File: src/rtl/sipo_deserializer.sv
// sipo_deserializer: serial-in, parallel-out receiver for the PISO link.
// Shifts one bit per qualified clock into sr, counts bits in cnt, and hands
// each completed WIDTH-bit word to a registered valid/ready output port.
// Reports dropped words (sticky overflow) and mid-word start-of-frame
// (one-cycle sof_err pulse).
module sipo_deserializer #(
  parameter int WIDTH     = 4,
  parameter bit MSB_FIRST = 1'b0
) (
  input  logic             clk,
  input  logic             rstn,
  input  logic             sin,
  input  logic             sin_vld,
  input  logic             sin_sof,
  output logic [WIDTH-1:0] out_data,
  output logic             out_vld,
  input  logic             out_rdy,
  output logic             overflow,
  input  logic             ovf_clr,
  output logic             sof_err
);

  localparam int CW = $clog2(WIDTH);
  localparam logic [CW-1:0] LAST = CW'(WIDTH - 1);

  logic [WIDTH-1:0] sr;
  logic [CW-1:0]    cnt;

  logic [CW-1:0]    base_cnt;
  logic [CW-1:0]    next_cnt;
  logic [WIDTH-1:0] shifted;
  logic             complete;
  logic             accept;
  logic             drop;

  // Next-state terms: sof restarts the count, the bit shifts in, and the word
  // completes when this bit is the last one of the word.
  // NOTE: every signal assigned in always_comb gets a value on every path
  // (defaults first), otherwise synthesis infers a latch.
  always_comb begin
    base_cnt = cnt;
    shifted  = sr;
    if (sin_sof) begin
      base_cnt = '0;
    end
    if (MSB_FIRST) begin
      shifted = {sr[WIDTH-2:0], sin};
    end else begin
      shifted = {sin, sr[WIDTH-1:1]};
    end
    complete = sin_vld && (base_cnt == LAST);
    next_cnt = complete ? '0 : base_cnt + 1'b1;
    accept   = out_vld && out_rdy;
    drop     = complete && out_vld && !out_rdy;
  end

  // Shift register, bit counter, output port and status flags.
  // NOTE: sequential state uses non-blocking assignments so every register
  // samples pre-edge values regardless of statement order.
  always_ff @(posedge clk) begin
    if (!rstn) begin
      sr       <= '0;
      cnt      <= '0;
      out_data <= '0;
      out_vld  <= 1'b0;
      overflow <= 1'b0;
      sof_err  <= 1'b0;
    end else begin
      // Partial word abandoned by a new start-of-frame.
      sof_err <= sin_vld && sin_sof && (cnt != '0);

      if (sin_vld) begin
        sr  <= shifted;
        cnt <= next_cnt;
      end

      // A completing word loads when the port is empty or being drained this
      // edge, which gives back-to-back words with no bubble.
      if (complete && (!out_vld || out_rdy)) begin
        out_data <= shifted;
        out_vld  <= 1'b1;
      end else if (accept) begin
        out_vld <= 1'b0;
      end

      // Set has priority over clear so a coincident drop is never lost.
      if (drop) begin
        overflow <= 1'b1;
      end else if (ovf_clr) begin
        overflow <= 1'b0;
      end
    end
  end

endmodule

File: config.mk
export PLATFORM = sky130hd
export DESIGN_NAME = sipo_deserializer
export DESIGN_NICKNAME = d
export VERILOG_FILES = /design/src/rtl/sipo_deserializer.sv
export SDC_FILE = /design/constraint.sdc
export NUM_CORES = 1
export LEC_CHECK = 0
export CAP_MARGIN = 0
export CORE_AREA = 2 2 39 41
export CTS_BUF_LIST = sky130_fd_sc_hd__clkbuf_4
export CTS_CLUSTER_DIAMETER = 150
export DETAILED_ROUTE_END_ITERATION = 7
export DIE_AREA = 0 0 41 43
export GPL_TIMING_DRIVEN = 1
export HOLD_SLACK_MARGIN = 0.08
export PLACE_DENSITY = 0.79
export SLEW_MARGIN = 5
export SYNTH_ARGS = -nofsm -noshare
export SYNTH_HDL_FRONTEND = slang
export SYNTH_SLANG_ARGS = --single-unit
File: constraint.sdc
create_clock -name clk -period 1.43 [get_ports clk]
set_input_delay 0.286 -clock clk [delete_from_list [all_inputs] [get_ports clk]]
set_output_delay 0.286 -clock clk [all_outputs]
set_load 0.05 [all_outputs]
# --- Yosys cells after proc, flatten, opt, wreduce, memory -nomap -nowiden ---
# Cells that the tools add are included.
totals:
  rom_bits: 0
  latch_bits: 0
  in_bits: 7
  output_inout_bits: 7
  register_bits: 13
  ram_bits: 0
  n_memories: 0
classes:
  n_reduce_logical: 13
  n_bitwise: 0
  div: 0
  n_mul: 0
  n_lt_le_gt_ge: 0
  n_eq_ne: 1
  n_addsub: 1
  shifts: 0
  mux: 6
op_table:
  columns: ["cell", "count"]
  rows:
  - ["$logic_and 1x1->1", 7]
  - ["$reduce_bool 2->1", 3]
  - ["$mux 1", 4]
  - ["$mux 2", 2]
  - ["$add 2x1->2 const B", 1]
  - ["$eq 2x2->1 const B", 1]
  - ["$logic_not 1->1", 2]
  - ["$logic_or 1x1->1", 1]

# --- Longest topological paths before layout ---
# Gate-level depths: netlist (run 1).
depth:
  depth_word: 6
  depth_mapped: 6
  ltp_nobuf: 5

# --- Worst setup path after synthesis (run 1) ---
# OpenSTA, ideal clock, no wires.
synth_timing:
  path_type: "register to register"
  from: "register out_vld"
  to: "register out_data[0]"
  setup_slack_ns: 0.232
  setup_time_ns: 0.118
  t_arrival_ns: 1.080
  stages_incl_launch_ff: 5
  n_path_buf: 1
  synth_period_minus_slack_ns: 1.198
  required_ns: 1.312
  cell_sequence: "dfxtp_1 > nand2b_4 > nor2b_4 > buf_6 > mux2i_1"
synth_via:
  elab_chain_len: 3
synth_rtl:
  columns: ["element", "line_no", "rtl"]
  rows:
  - ["start: declaration", "16", "output logic out_vld,"]
  - ["start signal: assignment", "65", "out_vld <= 1'b0;"]
  - ["start signal: assignment", "81", "out_vld <= 1'b1;"]
  - ["start signal: assignment", "83", "out_vld <= 1'b0;"]
  - ["$logic_not 1->1", "79", "if (complete && (!out_vld || out_rdy)) begin"]
  - ["$logic_or 1x1->1", "79", null]
  - ["$logic_and 1x1->1", "79", null]
  - ["end signal: assignment", "80", "out_data <= shifted;"]
  - ["end: declaration", "15", "output logic [WIDTH-1:0] out_data,"]
# No other way between the ends.
# A chain may end at the register's enable or synchronous reset.

# --- Worst setup path in the final report (run 1) ---
layout_timing:
  from: "register cnt[0]"
  to: "register out_data[1]"
layout_via:
  elab_chain_len: 4
layout_rtl:
  columns: ["element", "line_no", "rtl"]
  rows:
  - ["start: declaration", "27", "logic [CW-1:0] cnt;"]
  - ["start signal: assignment", "74", "cnt <= next_cnt;"]
  - ["$mux 2", "43", "if (sin_sof) begin"]
  - ["$eq 2x2->1", "51", "complete = sin_vld && (base_cnt == LAST);"]
  - ["$logic_and 1x1->1", "51", null]
  - ["$logic_and 1x1->1", "79", null]
# No other way between the ends.

==> results.py, run 1 <==
metrics = {
    "pwr": {
        "power.density_nw_per_um2": 795,
        "switchingPower_mw": 0.133,
        "p_int_mw": 0.480,
        "pwr-share-seq": 0.565,
        "combPwrFrac": 0.100,
        "clkPwrFrac": 0.335,
        "p_sw_frac": 0.217,
        "leakagePower_nw": 0.318,
        "vdd_drop_max_uv": 380,
    },
    "placement": {
        "gp_congestion": 0.667,
        "place_hpwl_um": 570,
        "io_buffers": 13,
        "preCtsSetupSlack_ns": -0.223,
    },
    "setup_path": {
        "cp_top_family": "simple AND/OR/NAND/NOR gates",
        "critPathLaunchType": "flip-flop",
        "crit_buf_inv": 0,
        "r2r_cells": 5,
        "r2r_setup_slack_ns": 0.15,
        "worst_ep_required_time_ns": 1.63,
        "end_kind": "flip-flop",
        "crit_chain": "nor2b_1, ha_2, nand2_4, nor2b_4, mux2i_1",
        "worst-setup-path-type": "reg -> reg",
        "path_depth": 5,
        "slowest_delay_ns": 0.36,
        "arrival_ns": 1.48,
        "worstPathMaxFanout": 4,
        "cpMaxStageDelayCell": "dfxtp_1",
    },
    "global_routing": {
        "track_usage": 0.118,
        "grt_pass1_wl_mm": 1.35,
        "grt_max_degree": 17,
        "grt_overflow_total": 0,
        "grt_antenna_before_repair": 0,
        "grt_pass1_vias": 328,
    },
    "synthesis": {
        "synthTopCellsByArea": "dfxtp_1 (46%), mux2i_1 (13%), nand2_1 (6.5%)",
        "syn_avg_cell_area_um2": 10.6,
        "yosysWarnings": 0,
        "synth_top_area_cell": "dfxtp_1",
        "syn_area_um2": 520,
        "synth_cell_types": 18,
        "synth_cells": 49,
        "ys_ff_latch": 12,
        "synth_top_cell_area_share": 0.462,
        "syn-num-nets": 57,
        "yosysSeqAreaShare": 0.462,
    },
    "routing": {
        "totalWireLength_um": 802,
        "wl_per_cell_um": 9.90,
        "drc": 0,
        "antenna_left": 0,
        "drt_iter0_drc": 4,
        "viasPerCell": 4.72,
        "vias": 382,
        "first_pass_iters": 3,
    },
    "floorplanning": {
        "rows": 14,
        "die_y_um": 43,
        "placeableCoreArea_um2": 1380,
        "initial_core_util": 0.376,
        "die_w_um": 41,
        "ioPinCount": 14,
        "dieArea_um2": 1760,
    },
    "sta": {
        "rsz0062_at_grt": "false",
        "period_minus_slack_ns": 1.28,
        "worst_slew_pin_slew_ns": 0.190,
        "setup_viol": 0,
        "postLayoutSetupSlackWorst_ns": 0.153,
        "period_share": 0.893,
        "slew_viol_final": 0,
        "finClkSkew_ns": 0.00257,
        "slew_headroom": 0.873,
        "whs_ns": 0.349,
        "hold_violations": 0,
        "max_freq_mhz": 783,
        "setup-tns-final_ns": 0,
    },
    "clock_tree": {
        "cts_post_setup_buffers_inserted": 0,
        "htree_levels": 1,
        "cts_hold_buf": 0,
        "clock_sinks": 12,
        "cts_made_buffers": 3,
        "tritoncts": "done",
        "clk_pin_slew_ns": 0.07,
        "cts_resized": 0,
        "clockRootBuffer": "clkbuf_4",
        "clockBufferDepth": 2,
        "insertion_delay_ns": 0.27,
    },
    "layout": {
        "area_delta_synth_final_pct": 48.3,
        "fin_nets": 74,
        "num_antenna_cells": 0,
        "drive_gt1_frac": 0.246,
    },
    "hold_path": {
        "hold_depth": 2,
        "hp-class": "in -> reg",
    },
    "status": {
        "status": "completed",
    },
    "flow_run": {
        "cap_violations": 0,
    },
}
sequential cells by signal (all words and copies together) (netlist names):
name	flops
overflow	1
cnt	2
out_vld	1
out_data	4
sof_err	1
sr	3
synth_stat cells (all sizes together):
master / number
o2111a: 1
ha: 1
dfxtp: 12
buf: 3
nand3b: 1
mux2i: 7
o22ai: 1
o211a: 1
and2: 1
nor2b: 6
inv: 1
a21boi: 2
nand2b: 2
nand2: 10
stage by stage:
stage / power [mW] / util / instance area (um^2) / instances
2_1_floorplan: 0.384 / - / 520 / 49
4_1_cts: 0.628 / 0.554 / 767 / 81
3_5_place_dp: 0.416 / 0.535 / 741 / 77
3_3_place_gp: 0.415 / 0.535 / 741 / 77
5_1_grt: 0.646 / 0.558 / 772 / 81
6_report: 0.614 / 0.558 / 772 / 81
area by class of cell:
class	count	area, um^2
Multi-Input combinational cell	33	251
Inverter	1	3.75
Timing Repair Buffer	15	230
Tap cell	16	20.0
Clock buffer	3	22.5
Sequential cell	12	240
Clock inverter	1	3.75
Fill cell	128	612
cell usage in the layout (no fill, tap or decap), drive strengths merged:
master | synthesis | final
mux2i | 7 | 7
nand2 | 10 | 10
o2111a | 1 | 1
dfxtp | 12 | 12
o211a | 1 | 1
dlymetal6s2s | 0 | 1
ha | 1 | 1
nand2b | 2 | 2
clkbuf | 0 | 3
and2 | 1 | 1
a21boi | 2 | 2
nand3b | 1 | 1
clkinv | 0 | 1
inv | 1 | 1
buf | 3 | 9
clkdlybuf4s50 | 0 | 5
nor2b | 6 | 6
o22ai | 1 | 1
layer usage:
layer	track usage	vias to the layer above	wire, um
li1	-	196	-
met5	0	-	0
met4	0.140	0	35
met2	0.131	12	347
met3	0.0157	4	47
met1	0.168	170	372
logic make-up (layout without fill, tap and decap cells):
logic type                 after synthesis  after routing  share of synthesized area
adders and majority gates                1              1                     0.0240
AOI/OAI and AO/OA                        5              5                     0.0817
buffers and inverters                    4             20                     0.0601
muxes                                    7              7                      0.135
and+or+nand+nor                         20             20                      0.238
DFF                                     12             12                      0.462
power by group through the flow:
stage	Sequential, mW	Clock [mW]	Combinational (mW)
floorplan	0.356	0	0.0281
global placement	0.354	0	0.0615
detailed placement	0.354	0	0.0617
CTS	0.346	0.220	0.0624
global route	0.347	0.231	0.0669
finish	0.347	0.206	0.0614
path summary, 6_finish.rpt:
kind / end / start
worst max register to register: out_data[1]$_SDFFE_PN0P_ / cnt[0]$_SDFFE_PN0P_
worst min register to register: out_data[0]$_SDFFE_PN0P_ / sr[1]$_SDFFE_PN0P_
worst max-delay path: out_data[1]$_SDFFE_PN0P_ / cnt[0]$_SDFFE_PN0P_
worst min-delay path: sof_err$_SDFF_PN0_ / sin_sof
No activity file was read; power rests on OpenSTA's default activity.
==> run 2, diff against run 1 <==
==> constraint.sdc (replaced) <==
create_clock -name clk -period 1.43 [get_ports clk]
set_input_delay 0.286 -clock clk [delete_from_list [all_inputs] [get_ports clk]]
set_output_delay 0.286 -clock clk [all_outputs]
set_load 0.005 [all_outputs]
==> run 2 against run 1 <==
Cell area decreased by 7.8%. Largest power group unchanged. Setup slack got worse by 0.11 ns. Sequential share of layout area increased by 3.0 points. Non-clock buffer count unchanged. Cell count unchanged. Combinational power decreased by 4.9%. Highest routed layer unchanged. Total power increased by 0.62%. Via count decreased by 1.6%.
==> results.py, run 2 (same netlist as run 1, synthesis figures left out) <==
metrics = {
    "status": {
        "status": "completed",
    },
    "pwr": {
        "p_int_mw": 0.479,
        "totalPowerFinal_mw": 0.617,
        "combPwrFrac": 0.095,
        "vdd_drop_max_uv": 331,
        "clkPwrFrac": 0.345,
        "pwr-share-seq": 0.560,
        "leakagePower_nw": 0.333,
        "power.density_nw_per_um2": 867,
        "switchingPower_mw": 0.138,
        "p_sw_frac": 0.224,
    },
    "layout": {
        "num_antenna_cells": 0,
        "top_register": "out_data",
        "area_delta_synth_final_pct": 36.8,
        "mostFrequentLayoutCells": "dfxtp_1 (10), clkdlybuf4s50_1 (10), nand2_1 (9)",
        "drive_gt1_frac": 0.185,
        "multi_input_area_um2": 254,
        "reg_top3": "out_data x4, sr x3, cnt x2",
        "largest_reg_flops": 4,
        "fin_cells": 81,
        "fillCellCount": 136,
        "seq_area_um2": 243,
        "fin_nets": 74,
    },
    "global_routing": {
        "grt_max_degree": 17,
        "grt_pass1_wl_mm": 1.34,
        "grt_antenna_before_repair": 0,
        "grt_pass1_vias": 311,
        "grt_overflow_total": 0,
        "track_usage": 0.115,
    },
    "setup_path": {
        "crit_buf_inv": 1,
        "end_kind": "output port",
        "cpMaxStageDelayCell": "clkdlybuf4s50_1",
        "worstPathMaxFanout": 2,
        "cp_top_family": "buffers and inverters",
        "worst-setup-path-type": "reg -> out",
        "r2r_cells": 5,
        "worst_ep_required_time_ns": 1.14,
        "critPathLaunchType": "flip-flop",
        "slowest_delay_ns": 0.50,
        "arrival_ns": 1.10,
        "timing.rr.start": "cnt[1]$_SDFFE_PN0P_",
        "r2r_end": "out_data[3]$_SDFFE_PN0P_",
        "crit_chain": "clkdlybuf4s50_1",
        "r2r_setup_slack_ns": 0.15,
    },
    "sta": {
        "max_freq_mhz": 721,
        "hold_violations": 0,
        "setup_viol": 0,
        "whs_ns": 0.462,
        "setup-tns-final_ns": 0,
        "slew_viol_final": 0,
        "period_share": 0.970,
        "finClkSkew_ns": 0.00722,
        "slew_headroom": 0.911,
        "period_minus_slack_ns": 1.39,
        "worst_slew_pin_slew_ns": 0.129,
    },
    "floorplanning": {
        "die_y_um": 43,
        "initial_core_util": 0.376,
        "rows": 14,
        "dieArea_um2": 1760,
        "placeableCoreArea_um2": 1380,
        "ioPinCount": 14,
        "die_w_um": 41,
    },
    "routing": {
        "totalWireLength_um": 876,
        "drt-met1-wl_um": 414,
        "antenna_left": 0,
        "maxUsedRoutingLayer": "met4",
        "dr_wl_met3_um": 40,
        "vias": 376,
        "drt_iter0_drc": 1,
        "first_pass_iters": 3,
        "wl_per_cell_um": 10.8,
        "dr_wl_met2_um": 394,
        "viasPerCell": 4.64,
        "drc": 0,
    },
    "placement": {
        "dp_cells": 77,
        "io_buffers": 13,
        "place_hpwl_um": 604,
        "gp_congestion": 0.667,
    },
    "hold_path": {
        "hold_depth": 2,
        "min_from": "out_data[0]$_SDFFE_PN0P_",
        "hp-class": "reg -> reg",
        "worstHoldEndpoint": "out_data[0]$_SDFFE_PN0P_",
    },
    "flow_run": {
        "cap_violations": 0,
    },
    "clock_tree": {
        "cts_hold_buf": 0,
        "cts_made_buffers": 3,
        "clockBufferDepth": 2,
        "insertion_delay_ns": 0.27,
        "htree_levels": 1,
        "clk_pin_slew_ns": 0.08,
        "clockRootBuffer": "clkbuf_4",
        "tritoncts": "done",
        "clock_sinks": 12,
        "cts_post_setup_buffers_inserted": 0,
    },
}
==> run 2: changes by cell type in the layout (fill, tap and decap cells not counted), moves of 2 or more <==
cell / previous run / this run
clkdlybuf4s50_1: 5 / 10
buf_12: 8 / 1
dlymetal6s2s_1: 1 / 3
dfxtp_1: 12 / 10
dfxtp_2: 0 / 2
==> run 2: worst max path at each step <==
stage,to,slack [ns],startpoint,depth (start not counted)
3_3_place_gp,out_data[3]$_SDFFE_PN0P_,-0.23,sin_sof,6
5_1_grt,out_data[0]$_SDFFE_PN0P_,-0.05,sin_sof,6
2_1_floorplan,out_data[0]$_SDFFE_PN0P_,0.24,cnt[0]$_SDFFE_PN0P_,6
4_1_cts,out_vld,0.01,out_vld$_SDFFE_PN0P_,1
6_report,out_data[1],0.04,out_data[1]$_SDFFE_PN0P_,1
3_5_place_dp,out_data[3]$_SDFFE_PN0P_,-0.25,sin_sof,6
==> run 2: final cells by class <==
type,instances,area share
repair buffers,15,0.232
multi-input cells,33,0.357
flip-flops and latches,12,0.341
clock buffers,3,0.0316
clock inverters,1,0.00527
inverters,1,0.00527
well taps,16,0.0281
==> run 2: per-stage QoR <==
| stage | util | area (um^2) | worst slack [ns] |
|---|---|---|---|
| floorplan | - | 520 | 0.236 |
| global placement | 0.485 | 671 | -0.229 |
| detailed placement | 0.485 | 671 | -0.246 |
| CTS | 0.505 | 698 | 0.0125 |
| global route | 0.514 | 712 | -0.0457 |
| finish | 0.514 | 712 | 0.0424 |
==> run 2: power by group through the flow <==
stage               Clock (mW)  Sequential (mW)  Combinational [mW]
finish                   0.213            0.346              0.0584
global placement             0            0.353              0.0567
global route             0.226            0.347              0.0627
floorplan                    0            0.353              0.0281
detailed placement           0            0.354              0.0573
CTS                      0.215            0.346              0.0576
==> run 2: repair_timing <==
item	in CTS	in global routing
pin swaps	0	0
resized for setup	1	6
endpoints found under the setup margin	1	8
==> run 2: routing by layer <==
layer  vias up  global-route usage
met5         -                   0
met4         0               0.100
met3         4              0.0157
met2        12               0.141
met1       167               0.167
li1        193                   -
